--- config.mk ---
export PLATFORM = sky130hd
export DESIGN_NAME = clk_div_sequencer
export DESIGN_NICKNAME = d
export VERILOG_FILES = /design/src/rtl/clk_div_pkg.sv /design/src/rtl/clk_div_stage.sv /design/src/rtl/clk_div_sequencer.sv
export SDC_FILE = /design/constraint.sdc
export NUM_CORES = 1
export LEC_CHECK = 0
export CAP_MARGIN = 20
export CORE_MARGIN = 4
export CORE_UTILIZATION = 52
export DETAILED_ROUTE_END_ITERATION = 10
export HOLD_SLACK_MARGIN = 0.15
export PLACE_DENSITY_LB_ADDON = 0.25
export RECOVER_POWER = 50
export SLEW_MARGIN = 10
export SYNTH_ARGS = -nofsm -noshare
export SYNTH_HDL_FRONTEND = slang
export SYNTH_SLANG_ARGS = --single-unit
--- constraint.sdc ---
create_clock -name clk_in -period 8.25 [get_ports clk_in]
set_input_delay 1.2375 -clock clk_in [delete_from_list [all_inputs] [get_ports clk_in]]
set_output_delay 1.2375 -clock clk_in [all_outputs]
set_load 0.05 [all_outputs]
--- src/rtl/clk_div_pkg.sv ---
// Shared definitions for the clock-divider sequencer.
//   state_t       : sequencer FSM states
//   DEFAULT_RATIO : ratio loaded into every stage at reset
//   r_eff()       : effective divide ratio (0 behaves as 1)
package clk_div_pkg;

  typedef enum logic [1:0] {
    IDLE  = 2'd0,
    RUN   = 2'd1,
    DRAIN = 2'd2
  } state_t;

  localparam int DEFAULT_RATIO = 2;

  function automatic int r_eff(input int ratio);
    return (ratio == 0) ? 1 : ratio;
  endfunction

endpackage

--- src/rtl/clk_div_stage.sv ---
// One divider stage: counter, ratio register and tick detection.
// Ports:
//   clk_in, rst : clock and synchronous active-high reset
//   ptick       : parent tick (advances the counter)
//   ld          : load ld_ratio into the ratio register this edge
//   ld_ratio    : ratio value to load
//   tick        : combinational tick, high on the last parent tick of a period
module clk_div_stage #(
  parameter int RATIO_W       = 8,
  parameter int DEFAULT_RATIO = clk_div_pkg::DEFAULT_RATIO
) (
  input  logic               clk_in,
  input  logic               rst,
  input  logic               ptick,
  input  logic               ld,
  input  logic [RATIO_W-1:0] ld_ratio,
  output logic               tick
);
  import clk_div_pkg::*;

  logic [RATIO_W-1:0] cnt;
  logic [RATIO_W-1:0] ratio;

  // The tick uses the ratio in force this cycle; a load on the same edge
  // only affects the following period.
  assign tick = ptick && (int'(cnt) == r_eff(int'(ratio)) - 1);

  always_ff @(posedge clk_in) begin
    if (rst) begin
      cnt   <= '0;
      ratio <= RATIO_W'(DEFAULT_RATIO);
    end else begin
      if (ptick) begin
        cnt <= tick ? '0 : cnt + RATIO_W'(1);
      end
      if (ld) begin
        ratio <= ld_ratio;
      end
    end
  end

endmodule

--- src/rtl/clk_div_sequencer.sv ---
// Run/stop sequencer for a cascade of NUM_STAGES clock-divider stages.
// Ports:
//   clk_in, rst : clock and synchronous active-high reset
//   run         : level request, 1 = run, 0 = stop at a cascade boundary
//   cfg_valid/cfg_ready/cfg_stage/cfg_ratio : ratio reconfiguration handshake
//   cfg_err     : one-cycle pulse after an accepted out-of-range cfg_stage
//   stage_en    : per-stage one-cycle enable pulse (tick delayed one cycle)
//   idle        : high while the cascade is stopped
module clk_div_sequencer #(
  parameter int NUM_STAGES    = 3,
  parameter int RATIO_W       = 8,
  parameter int DEFAULT_RATIO = clk_div_pkg::DEFAULT_RATIO,
  parameter int STAGE_W       = (NUM_STAGES > 1) ? $clog2(NUM_STAGES) : 1
) (
  input  logic                  clk_in,
  input  logic                  rst,
  input  logic                  run,
  input  logic                  cfg_valid,
  output logic                  cfg_ready,
  input  logic [STAGE_W-1:0]    cfg_stage,
  input  logic [RATIO_W-1:0]    cfg_ratio,
  output logic                  cfg_err,
  output logic [NUM_STAGES-1:0] stage_en,
  output logic                  idle
);
  import clk_div_pkg::*;

  state_t                  state;
  state_t                  state_nxt;
  logic [NUM_STAGES-1:0]   ptick;
  logic [NUM_STAGES-1:0]   tick;
  logic [NUM_STAGES-1:0]   ld;
  logic [RATIO_W-1:0]      ld_ratio;
  logic                    pend_vld;
  logic [STAGE_W-1:0]      pend_stage;
  logic [RATIO_W-1:0]      pend_ratio;
  logic                    accept;
  logic                    stage_ok;
  logic                    idle_wr;
  logic                    pend_take;
  logic                    apply;

  assign cfg_ready = !pend_vld;
  assign idle      = (state == IDLE);
  assign accept    = cfg_valid && cfg_ready;
  assign stage_ok  = int'(cfg_stage) < NUM_STAGES;
  assign idle_wr   = accept && stage_ok && (state == IDLE);
  assign pend_take = accept && stage_ok && (state != IDLE);
  assign apply     = pend_vld && (|ld);

  // A tick of the last stage means every counter wraps on this edge, so
  // leaving DRAIN here lands in IDLE with all counters at 0.
  always_comb begin
    state_nxt = state;
    case (state)
      IDLE:    if (run) state_nxt = RUN;
      RUN:     if (!run) state_nxt = DRAIN;
      DRAIN: begin
        if (run)                         state_nxt = RUN;
        else if (tick[NUM_STAGES-1])     state_nxt = IDLE;
      end
      default: state_nxt = IDLE;
    endcase
  end

  // Ratio loads: direct write while idle, otherwise the pending request is
  // applied at its stage's wrap or on entry to IDLE.
  always_comb begin
    ld       = '0;
    ld_ratio = pend_ratio;
    if (idle_wr) begin
      ld_ratio = cfg_ratio;
      for (int k = 0; k < NUM_STAGES; k++) begin
        if (int'(cfg_stage) == k) ld[k] = 1'b1;
      end
    end else if (pend_vld) begin
      for (int k = 0; k < NUM_STAGES; k++) begin
        if ((int'(pend_stage) == k) && (tick[k] || (state_nxt == IDLE))) ld[k] = 1'b1;
      end
    end
  end

  always_ff @(posedge clk_in) begin
    if (rst) begin
      state    <= IDLE;
      pend_vld <= 1'b0;
      cfg_err  <= 1'b0;
      stage_en <= '0;
    end else begin
      state    <= state_nxt;
      stage_en <= tick;
      cfg_err  <= accept && !stage_ok;
      if (pend_take)  pend_vld <= 1'b1;
      else if (apply) pend_vld <= 1'b0;
    end
  end

  always_ff @(posedge clk_in) begin
    if (pend_take) begin
      pend_stage <= cfg_stage;
      pend_ratio <= cfg_ratio;
    end
  end

  for (genvar k = 0; k < NUM_STAGES; k++) begin : g_stage
    if (k == 0) begin : g_root
      assign ptick[k] = (state != IDLE);
    end else begin : g_chain
      assign ptick[k] = tick[k-1];
    end

    clk_div_stage #(
      .RATIO_W       (RATIO_W),
      .DEFAULT_RATIO (DEFAULT_RATIO)
    ) u_stage (
      .clk_in   (clk_in),
      .rst      (rst),
      .ptick    (ptick[k]),
      .ld       (ld[k]),
      .ld_ratio (ld_ratio),
      .tick     (tick[k])
    );
  end

endmodule

### Word level (Yosys, flattened, before mapping)

Index checks and enable logic that the tools add are counted.

| operators by class | value |
|---|---|
| add/sub/neg operators | 6 |
| multiplexer cells | 22 |
| reduce and logical (&&, ||, !) cells | 27 |
| magnitude comparators | 1 |
| eq/ne operators | 9 |

Operators with widths:

| kind | number |
|---|---|
| 9-bit by 32-bit == test with 1-bit output | 3 |
| 32-bit by 2-bit subtractor with 32-bit output (second input constant) | 3 |
| 8-bit 2-to-1 mux | 7 |
| 8-bit by 1-bit adder with 8-bit output (second input constant) | 3 |
| 8-bit zero test | 3 |
| 1-bit logical AND | 12 |
| 2-bit == test (second input constant) | 5 |
| 2-bit zero test | 4 |
| 1-bit 2-to-1 mux | 8 |
| 2-bit 2-to-1 mux | 4 |
| 3-bit 2-to-1 mux | 2 |
| 2-bit one-hot mux with 3 select lines | 1 |
| 2-bit nonzero test | 2 |
| 1-bit logical OR | 3 |
| 3-bit OR reduction | 1 |
| 2-bit by 1-bit == test with 1-bit output (second input constant) | 1 |
| 1-bit zero test | 2 |
| 2-bit < comparator (second input constant) | 1 |

| word-level totals | value |
|---|---|
| output and inout port bits | 6 |
| register bits | 65 |
| logic and storage cells | 77 |
| input port bits | 14 |

### Longest topological paths before layout

Gate-level depths: netlist of the first run.

| depth | value |
|---|---|
| depth in word-level cells | 20 |
| depth in mapped cells | 13 |
| gate-level depth less buffers | 12 |

### By module

From an unflattened synthesis of the first run, not the netlist that was laid out.

| unflattened totals | value |
|---|---|
| cells, all modules | 384 |
| area, all modules | 3661.0 µm² |

Modules (own cells, without submodules):

| module | cells each | area an instance (µm²) | instances | seq. area each (µm²) |
|---|---|---|---|---|
| clk_div_stage | 107 | 964.7 | 3 | 320.3 |
| clk_div_sequencer | 63 | 767.0 | 1 | 440.4 |

### Least setup slack after synthesis of the first run

No wires, ideal clock.

| timing | value |
|---|---|
| kind | register to register |
| from | register g_stage[1].u_stage.ratio[2] |
| to | register g_stage[2].u_stage.ratio[1] |
| arrival time | 3.420 ns |
| period minus slack after synthesis | 3.492 ns |
| buffers on the path | 1 |
| setup time | 0.072 ns |
| required time | 8.178 ns |
| stages on the path, launching flop included | 13 |
| setup slack | 4.758 ns |
| cells stage by stage | dfxtp_1 buf_2 or4_4 nor3_1 ha_1 xnor2_1 a2111oi_0 o2111ai_1 or4b_1 nand4bb_1 o21a_1 o21ai_2 mux2i_1 |

| between the ends | value |
|---|---|
| cells in the longest elaborated chain, start to end | 15 |

RTL lines:

| what | line | source |
|---|---|---|
| start: declaration | clk_div_stage.sv:22 | `logic [RATIO_W-1:0] ratio;` |
| start signal: assignment | clk_div_stage.sv:31 | `ratio <= RATIO_W'(DEFAULT_RATIO);` |
| start signal: assignment | clk_div_stage.sv:37 | `ratio <= ld_ratio;` |
| 8-bit zero test | clk_div_pkg.sv:16 | `return (ratio == 0) ? 1 : ratio;` |
| 8-bit 2-to-1 mux (*) | clk_div_pkg.sv:16 |  |
| 32-bit by 2-bit subtractor with 32-bit output (*) | clk_div_stage.sv:26 | `assign tick = ptick && (int'(cnt) == r_eff(int'(ratio)) - 1);` |
| 9-bit by 32-bit == test with 1-bit output (*) | clk_div_stage.sv:26 |  |
| 1-bit logical AND (*) (2 in a row) | clk_div_stage.sv:26 |  |
| 2-bit 2-to-1 mux | clk_div_sequencer.sv:60 | `else if (tick[NUM_STAGES-1]) state_nxt = IDLE;` |
| 2-bit 2-to-1 mux | clk_div_sequencer.sv:59 | `if (run) state_nxt = RUN;` |
| 2-bit one-hot mux with 3 select lines | clk_div_sequencer.sv:55 | `case (state)` |
| 2-bit zero test | clk_div_sequencer.sv:78 | `if ((int'(pend_stage) == k) && (tick[k] \|\| (state_nxt == IDLE))) ld[k] = 1'b1;` |
| 1-bit logical OR (*) | clk_div_sequencer.sv:78 |  |
| 1-bit logical AND (*) | clk_div_sequencer.sv:78 |  |
| 1-bit 2-to-1 mux (*) | clk_div_sequencer.sv:78 |  |
| 3-bit 2-to-1 mux (*) | clk_div_sequencer.sv:76 | `end else if (pend_vld) begin` |
| 3-bit 2-to-1 mux (*) | clk_div_sequencer.sv:71 | `if (idle_wr) begin` |
| end signal: assignment | clk_div_stage.sv:31 |  |
| end signal: assignment | clk_div_stage.sv:37 |  |
| end: declaration | clk_div_stage.sv:22 |  |

Mark *: on every way between the ends. The rest lies on a longest branch, timed or not.
A chain may end at the register's enable or synchronous reset.

### Final worst setup path of the first run

| timing | value |
|---|---|
| from | register g_stage[1].u_stage.ratio[0] |
| to | register g_stage[2].u_stage.cnt[4] |

| between the ends | value |
|---|---|
| cells in the longest elaborated chain, start to end | 7 |

RTL lines:

| what | line | source |
|---|---|---|
| 8-bit zero test | clk_div_pkg.sv:16 |  |
| 8-bit 2-to-1 mux (*) | clk_div_pkg.sv:16 |  |
| 32-bit by 2-bit subtractor with 32-bit output (*) | clk_div_stage.sv:26 |  |
| 9-bit by 32-bit == test with 1-bit output (*) | clk_div_stage.sv:26 |  |
| 1-bit logical AND (*) | clk_div_stage.sv:26 |  |
| 1-bit logical AND | clk_div_stage.sv:26 |  |
| 8-bit 2-to-1 mux | clk_div_stage.sv:34 | `cnt <= tick ? '0 : cnt + RATIO_W'(1);` |
| end signal: assignment | clk_div_stage.sv:34 |  |
| end: declaration | clk_div_stage.sv:21 | `logic [RATIO_W-1:0] cnt;` |

Marks and branches as above.

==> run summary, run 1 <==
ANT nets after route = 0
Final net count = 436
DP HPWL = 5.76 mm
Worst slew pin tran = 2080 ps
Ports = 20
Area contributors post-synth = dfxtp_1, edfxtp_1, xor2_1
#FFs+latches synth = 65
Avg Vias per Cell = 5.86
Placed inst area = 3910 µm²
Setup TNS = 0 ps
Pwr dens = 181 nW/µm²
Final Hold Vio Count = 0
Fin area = 4130 µm²
Combinational family with the most area after synthesis = simple AND/OR/NAND/NOR gates
CTS tree = done
Post-CTS Setup Inserts = 0
H-tree depth = 3
Final setup violation count = 0
Compound-Gate Fraction of Synth Area = 0.151
Largest net degree at the start of global routing = 47
# resized after CTS = 0
Initial antenna violation count = 0
Worst EP required = 8530 ps
Hold bufs inserted after CTS = 0
Static power due to leakage = 1.56 nW
Fmax achieved = 228 MHz
Post-synth EDFFs = 10
Seq/Total Area, Yosys = 0.384
FFs w/ async S/R, synth = 0
Final Skew = 11.0 ps
Die Wd = 91.7 µm
DRT iter0 DRCs = 243
Number of global-route vias before repair = 2,834
Via count = 3,011
Area Overhead vs Synth = 13.3%
DRC Markers = 0
RSZ-0062 raised after global routing = no
Std cell rows = 30
Failing checks = capacitance limit, slew limit
Ys flop type = dfxtp_1
Critical-path maximum fanout = 7
Clk slew on worst S/H paths = 80 ps
Gr ovfl total = 0
Maximum clock path buffer count = 2
Clk sinks = 65
Status = finished, violations left
Initial Util = 0.537
CTS root buffer = clkbuf_8
Die area = 8420 µm²
Mean Syn Cell Area = 9.25 µm²
Routing usage on met1 = 0.262
Yosys warnings = 0
Die Y = 91.7 µm
Gpl congestion = 0.898
Drt pass-1 iters = 4
Synth Instances = 394
GR Util met2 = 0.325
XOR/XNOR Fraction of Synth Area = 0.0889
Synth Area in Simple Gates = 0.245
CP Launch Type = flop
# diodes = 0
Hold WC Path Type = flop to flop
Port Buffer Count = 19
Distinct cell type count after synthesis = 63
Clk_lat worst skew = 340 ps
Core area = 6790 µm²
Global-route wire length before repair = 13.5 mm
Post-Syn Area = 3650 µm²
DP Worst Slack = 4210 ps
Fillers = 592
Routed len/inst = 15.6 µm
Num CTS Buffers = 9
Post-synth top area cell = dfxtp_1
Min setup slack post-route = 3870 ps
Slew Limit Fails = 47
Routed wire length = 8.04 mm
Critical Path Sink Type = flop
Max-cap violations = 1
Pwr Total = 0.748 mW
Proportion of synthesized area in mux cells = 0.0714
Crit path DAT = 4660 ps
Synthesized Nets = 417
Total track usage = 0.198
Ratio of cells with drive above 1 in the final layout = 0.0909
Final cycle utilization of the critical path = 0.531
Yosys top cell area share = 0.302
GRT met3 Usage = 0.0295
Peak supply drop = 0.0000981 V
Relative slew slack = -0.388
Adder-cell share of the synthesized area = 0.0309
Setup CP Type = flop to flop
Period minus WS final = 4380 ps
Global routing's busiest layer = met2
## worst paths after layout
path	from	to	slack (ps)	cells after the start
min	state[0]	state[1]	500	2
min reg2reg	state[0]	state[1]	500	2
max reg2reg	g_stage[1].u_stage.ratio[0]	g_stage[2].u_stage.cnt[4]	3870	11
max	g_stage[1].u_stage.ratio[0]	g_stage[2].u_stage.cnt[4]	3870	11
## report_power, final
group	internal (mW)	switching (mW)	total (mW)
clock network	0.201	0.130	0.331
logic	0.0333	0.0456	0.0790
registers	0.329	0.00945	0.338
total	0.563	0.185	0.748
## cell families (layout without fill, tap and decap cells)
family,after synthesis,after routing
DFF,65,65
adders and majority gates,9,9
xor gates and xnor gates,37,37
AOI/OAI and AO/OA,84,84
muxes,25,25
buffers and inverters,26,50
and+or+nand+nor,148,148
## metrics by stage
stage,hold WS [ps],util,cells
floorplan,467,-,394
global placement,485,0.576,498
detailed placement,499,0.576,498
CTS,510,0.611,514
global route,532,0.608,514
finish,503,0.608,514
## layout by cell type, fill, tap and decap left out, types with 5 or more instances in the layout
| master | instances |
|---|---|
| inv_1 | 13 |
| nor3_1 | 19 |
| o21ai_0 | 19 |
| edfxtp_1 | 10 |
| and3_1 | 7 |
| a21oi_1 | 22 |
| nand2b_1 | 6 |
| ha_1 | 9 |
| nand2_1 | 19 |
| dlygate4sd3_1 | 17 |
| or4_1 | 6 |
| nor2_1 | 28 |
| nor4_1 | 6 |
| xnor2_1 | 17 |
| mux2_2 | 8 |
| mux2i_1 | 17 |
| dfxtp_1 | 55 |
| nor4b_1 | 5 |
| clkbuf_8 | 9 |
| o211ai_1 | 5 |
| nand4_1 | 11 |
| xor2_1 | 20 |
| or3_1 | 11 |
## cells in the mapped netlist, drive strengths merged (3+ instances only)
cell type  count
o21ai         21
nand4         11
xor2          20
nand3b         4
a31oi          4
or2            4
edfxtp        10
and3           7
xnor2         17
and2           4
inv           14
buf            5
or3           11
dfxtp         55
nand2         19
mux2           8
nand3          5
ha             9
o21a           4
clkbuf         7
or4            8
nor2          29
nor4           9
mux2i         17
o31ai          4
a21o           3
a21oi         23
nand2b         6
o211ai         5
nor4b          5
nor3          19
## worst max-delay path, cell delays in order (launching register included)
cell,delay [ps]
dfxtp_1,370
or4_4,590
nor3_1,210
ha_1,270
xnor2_1,120
a2111oi_0,450
o2111ai_1,190
or4b_1,530
nor4_1,790
nand2_1,290
or3_1,370
a21oi_1,140
## per-layer routing
metal  vias to the layer above  share of wire
met5                         -              0
met4                         0          0.017
met3                        17          0.043
met2                        69           0.46
met1                      1424           0.48
li1                       1501              -
## registers in the layout, indices dropped and copies added (netlist names)
name / count
pend_ratio: 8
pend_stage: 2
pend_vld: 1
stage_en: 3
state: 2
g_stage.u_stage.ratio: 24
cfg_err: 1
g_stage.u_stage.cnt: 24
## final cells by class
| cell class | count | area [µm²] | area share |
|---|---|---|---|
| Clock buffer | 9 | 124 | 0.0300 |
| Clock inverter | 7 | 118 | 0.0285 |
| Inverter | 14 | 52.6 | 0.0127 |
| Multi-Input combinational cell | 303 | 2120 | 0.514 |
| Sequential cell | 65 | 1400 | 0.339 |
| Tap cell | 96 | 120 | 0.0291 |
| Timing Repair Buffer | 20 | 194 | 0.0469 |
No activity file was read; power rests on OpenSTA's default activity.
==> run 2: changes to the inputs <==
Clock period 8.25 ns to 4.1 ns, I/O delays scaled along.
==> run summary, run 2 (synthesized netlist as in run 1, its figures left out) <==
Status = completed (was finished, violations left)
Std cell rows = 30 (unchanged)
Fmax achieved = 256 MHz (was 228 MHz)
CTS root buffer = clkbuf_8 (unchanged)
Most common cell after layout, fill and taps aside = dfxtp_1 (unchanged)
Slew Limit Fails = 0 (was 47)
Final cell count without fillers = 515 (was 514)
Drt pass-1 iters = 4 (unchanged)
Area Overhead vs Synth = 11.9% (was 13.3%)
Core area = 6790 µm² (unchanged)
Hold Slack = 498 ps (was 503 ps)
ANT nets after route = 0 (unchanged)
Maximum clock path buffer count = 2 (unchanged)
CTS tree = done (unchanged)
Pwr dens = 322 nW/µm² (was 181 nW/µm²)
Initial antenna violation count = 0 (unchanged)
Hold bufs inserted after CTS = 0 (unchanged)
Initial Util = 0.537 (unchanged)
CP max stage delay = 590 ps (was 790 ps)
Hold WC Path Type = flop to flop (unchanged)
Commonest non-fill, non-tap cells in the layout = dfxtp_1, nor2_1, a21oi_1, xor2_1 (unchanged)
Final cycle utilization of the critical path = 0.951 (was 0.531)
Relative slew slack = 0.321 (was -0.388)
Static power due to leakage = 1.53 nW (was 1.56 nW)
# diodes = 0 (unchanged)
Ports = 20 (unchanged)
Num CTS Buffers = 9 (unchanged)
Clk_lat worst skew = 350 ps (was 340 ps)
Die Y = 91.7 µm (unchanged)
Total track usage = 0.200 (was 0.198)
Routed len/inst = 15.6 µm (about the same)
Final setup violation count = 0 (unchanged)
Inst Count DP = 499 (was 498)
Peak supply drop = 0.000214 V (was 0.0000981 V)
H-tree depth = 3 (unchanged)
Die area = 8420 µm² (unchanged)
Gpl congestion = 0.875 (was 0.898)
Period minus WS final = 3900 ps (was 4380 ps)
Critical Path Sink Type = flop (unchanged)
Critical-path maximum fanout = 7 (unchanged)
Max-cap violations = 0 (was 1)
Number of global-route vias before repair = 2,798 (was 2,834)
Gr ovfl total = 0 (unchanged)
Worst slew pin tran = 1020 ps (was 2080 ps)
Final net count = 437 (was 436)
Ratio of cells with drive above 1 in the final layout = 0.0907 (was 0.0909)
Largest net degree at the start of global routing = 25 (was 47)
Final Hold Vio Count = 0 (unchanged)
Port Buffer Count = 19 (unchanged)
Largest regs = g_stage.u_stage.cnt x24, g_stage.u_stage.ratio x24, pend_ratio x8 (unchanged)
Cell Chain, Critical Path = or4_4 > nor3_1 > ha_1 > xnor2_1 > a2111oi_1 > o2111ai_1 > or4b_1 > nand4bb_1 > o21a_1 > o21ai_2 > mux2i_1 (was or4_4 > nor3_1 > ha_1 > xnor2_1 > a2111oi_0 > o2111ai_1 > or4b_1 > nor4_1 > nand2_1 > or3_1 > a21oi_1)
Worst EP required = 4380 ps (was 8530 ps)
DP HPWL = 5.89 mm (was 5.76 mm)
Max stage delay cell, worst path = or4_4 (was nor4_1)
Final Skew = 8.11 ps (was 11.0 ps)
CP Launch Type = flop (unchanged)
DRC Markers = 0 (unchanged)
# resized after CTS = 0 (unchanged)
Crit path DAT = 4180 ps (was 4660 ps)
Clk slew on worst S/H paths = 70 ps (was 80 ps)
Global-route wire length before repair = 13.6 mm (was 13.5 mm)
Clk sinks = 65 (unchanged)
Routed wire length = 8.02 mm (was 8.04 mm)
Post-CTS Setup Inserts = 0 (unchanged)
Avg Vias per Cell = 5.86 (about the same)
Via count = 3,018 (was 3,011)
DRT iter0 DRCs = 276 (was 243)
Die Wd = 91.7 µm (unchanged)
Setup CP Type = flop to flop (unchanged)
-- run 2: layout make-up --
class	instances	area, µm²
multi-input combinational	303	2140
timing repair buffer	21	205
tap	96	120
sequential	65	1400
fill	591	2720
clock inverter	5	32.5
clock buffer	11	131
inverter	14	52.6
-- run 2: worst paths after layout --
| path | start | endpoint | slack, ps | cells past startpoint |
|---|---|---|---|---|
| min reg2reg | state[0] | state[1] | 500 | 2 |
| max reg2reg | g_stage[1].u_stage.ratio[0] | g_stage[2].u_stage.ratio[1] | 200 | 11 |
| max | g_stage[1].u_stage.ratio[0] | g_stage[2].u_stage.ratio[1] | 200 | 11 |
| min | state[0] | state[1] | 500 | 2 |
-- run 2: layer usage --
layer,up-vias,part of all wire,track usage
li1,1503,-,-
met1,1418,0.46,0.268
met2,80,0.46,0.307
met3,17,0.056,0.0369
met4,0,0.026,0.104
met5,-,0,0
-- run 2: critical path, delay by kind of cell (launching register included) --
kind / cells / cell delay [ps]
AOI/OAI and AO/OA: 4 / 1130
xor gates and xnor gates: 1 / 130
adders and majority gates: 1 / 270
DFF: 1 / 370
muxes: 1 / 190
and+or+nand+nor: 4 / 1740
-- run 2: stage by stage --
stage / TNS [ps] / instance area [µm²] / util / setup WS [ps] / power [mW]
floorplan: 0 / 3650 / - / 608 / 0.809
global placement: 0 / 3920 / 0.577 / 274 / 0.857
detailed placement: 0 / 3920 / 0.577 / 261 / 0.860
CTS: 0 / 4080 / 0.601 / 246 / 1.33
global route: -126 / 4080 / 0.600 / -59.3 / 1.37
finish: 0 / 4080 / 0.600 / 200 / 1.31
-- run 2: power breakdown --
part	leakage [nW]	switching (mW)	internal [mW]
clock	0.0770	0.253	0.217
combinational	0.916	0.0945	0.0687
sequential	0.536	0.0190	0.662
==> run 3: changes to the inputs <==
Clock period 4.1 ns to 4.9 ns, I/O delays scaled along.
==> run summary, run 3 (synthesized netlist as in run 1, its figures left out) <==
Internal power = 1.05 mW (was 0.948 mW)
Final Skew = 8.50 ps (was 8.11 ps)
Final cell count without fillers = 516 (was 515)
Total track usage = 0.198 (was 0.200)
Relative slew slack = 0.0372 (was 0.321)
CTS tree = done (unchanged)
Final Hold Vio Count = 0 (unchanged)
Hold bufs inserted after CTS = 0 (unchanged)
Gr ovfl total = 0 (unchanged)
DRC Markers = 0 (unchanged)
Drt pass-1 iters = 4 (unchanged)
Sw Ratio = 0.227 (was 0.279)
Peak supply drop = 0.000191 V (was 0.000214 V)
Inst Count DP = 500 (was 499)
Cells on worst reg2reg path = 11 (unchanged)
Hold WC Path Type = flop to flop (unchanged)
Worst slew pin tran = 1440 ps (was 1020 ps)
Area Overhead vs Synth = 15.3% (was 11.9%)
# diodes = 0 (unchanged)
Number of global-route vias before repair = 2,821 (was 2,798)
Initial antenna violation count = 0 (unchanged)
P_sw = 0.309 mW (was 0.366 mW)
Die Wd = 91.7 µm (unchanged)
Core area = 6790 µm² (unchanged)
Static power due to leakage = 1.58 nW (was 1.53 nW)
Seq pwr share = 0.418 (was 0.518)
Avg Vias per Cell = 5.79 (was 5.86)
Largest regs = g_stage.u_stage.cnt x24, g_stage.u_stage.ratio x24, pend_ratio x8 (unchanged)
Hold path depth = 2 (unchanged)
Maximum clock path buffer count = 2 (unchanged)
Ports = 20 (unchanged)
Ratio of cells with drive above 1 in the final layout = 0.0952 (was 0.0907)
H-tree depth = 3 (unchanged)
ANT nets after route = 0 (unchanged)
Most common cell after layout, fill and taps aside = dfxtp_1 (unchanged)
Status = completed (unchanged)
CP max stage delay = 590 ps (about the same)
CP Launch Type = flop (unchanged)
Num CTS Buffers = 9 (unchanged)
Largest net degree at the start of global routing = 34 (was 25)
Fmax achieved = 256 MHz (about the same)
Die Y = 91.7 µm (unchanged)
Hold Slack = 501 ps (was 498 ps)
Setup TNS = 0 ps (unchanged)
Max-cap violations = 0 (unchanged)
Port Buffer Count = 19 (unchanged)
DRT iter0 DRCs = 206 (was 276)
Period minus WS final = 3900 ps (about the same)
Slew Limit Fails = 0 (unchanged)
# resized after CTS = 0 (unchanged)
Clk sinks = 65 (unchanged)
Routed len/inst = 15.0 µm (was 15.6 µm)
Worst EP required = 5170 ps (was 4380 ps)
Commonest non-fill, non-tap cells in the layout = dfxtp_1, nor2_1, a21oi_1, xor2_1 (unchanged)
Critical-path maximum fanout = 7 (unchanged)
Cell Chain, Critical Path = or4_4 > nor3_1 > ha_1 > xnor2_1 > a2111oi_0 > o2111ai_1 > or4b_1 > nand4bb_1 > o21a_1 > o21ai_2 > mux2i_1 (was or4_4 > nor3_1 > ha_1 > xnor2_1 > a2111oi_1 > o2111ai_1 > or4b_1 > nand4bb_1 > o21a_1 > o21ai_2 > mux2i_1)
Final cycle utilization of the critical path = 0.796 (was 0.951)
Logic pwr share = 0.099 (was 0.124)
Fillers = 590 (was 591)
Clk network pwr share = 0.483 (was 0.358)
Clk_lat worst skew = 350 ps (about the same)
Final net count = 438 (was 437)
Pwr Total = 1.36 mW (was 1.31 mW)
Post-CTS Setup Inserts = 0 (unchanged)
Critical Path Sink Type = flop (unchanged)
DP HPWL = 5.65 mm (was 5.89 mm)
Gpl congestion = 0.872 (was 0.875)
Crit path DAT = 4170 ps (was 4180 ps)
Pwr dens = 324 nW/µm² (was 322 nW/µm²)
Initial Util = 0.537 (unchanged)
Clk slew on worst S/H paths = 70 ps (about the same)
Max stage delay cell, worst path = or4_4 (unchanged)
Final setup violation count = 0 (unchanged)
Die area = 8420 µm² (unchanged)
Setup CP Type = flop to flop (unchanged)
Std cell rows = 30 (unchanged)
Routed wire length = 7.76 mm (was 8.02 mm)
Global-route wire length before repair = 13.4 mm (was 13.6 mm)
RSZ-0062 raised after global routing = no
Via count = 2,990 (was 3,018)
CTS root buffer = clkbuf_8 (unchanged)
-- run 3: final timing paths --
kind / to / slack (ps) / startpoint
hold / removal: state[1] / 500 / state[0]
setup / recovery: g_stage[2].u_stage.ratio[1] / 1000 / g_stage[1].u_stage.ratio[0]
setup reg to reg: g_stage[2].u_stage.ratio[1] / 1000 / g_stage[1].u_stage.ratio[0]
hold reg to reg: state[1] / 500 / state[0]
-- run 3: routing by layer --
metal / share of wire / track usage / up-vias
li1: - / - / 1506
met1: 0.49 / 0.267 / 1405
met2: 0.45 / 0.318 / 68
met3: 0.044 / 0.0410 / 11
met4: 0.016 / 0.0606 / 0
met5: 0 / 0 / -
-- run 3: stage by stage --
step / instance area, µm² / worst slack, ps / utilization
after global placement: 3930 / 1060 / 0.578
final: 4200 / 1000 / 0.619
after CTS: 4220 / 1020 / 0.621
after global routing: 4200 / 669 / 0.619
after floorplan: 3650 / 1410 / -
after detailed placement: 3930 / 1050 / 0.578
-- run 3: power by group through the flow --
stage               Combinational (mW)  Sequential (mW)  Clock (mW)
finish                           0.135            0.570       0.657
global route                     0.150            0.572       0.691
CTS                              0.138            0.570       0.663
detailed placement               0.137            0.582           0
global placement                 0.137            0.581           0
floorplan                       0.0986            0.578           0
-- run 3: layout make-up --
class                   count  area [µm²]  area share
multi-input cells         303        2140       0.508
flip-flops and latches     65        1400       0.333
repair buffers             22         201      0.0479
clock inverters             7         166      0.0396
clock buffers               9         124      0.0295
well taps                  96         120      0.0286
inverters                  14        52.6      0.0125
-- run 3: worst max-delay path, delay by kind of cell (launching register included) --
family,cells,cell delay (ps)
AOI/OAI and AO/OA,4,1130
muxes,1,190
and+or+nand+nor,4,1730
DFF,1,370
xor gates and xnor gates,1,130
adders and majority gates,1,280
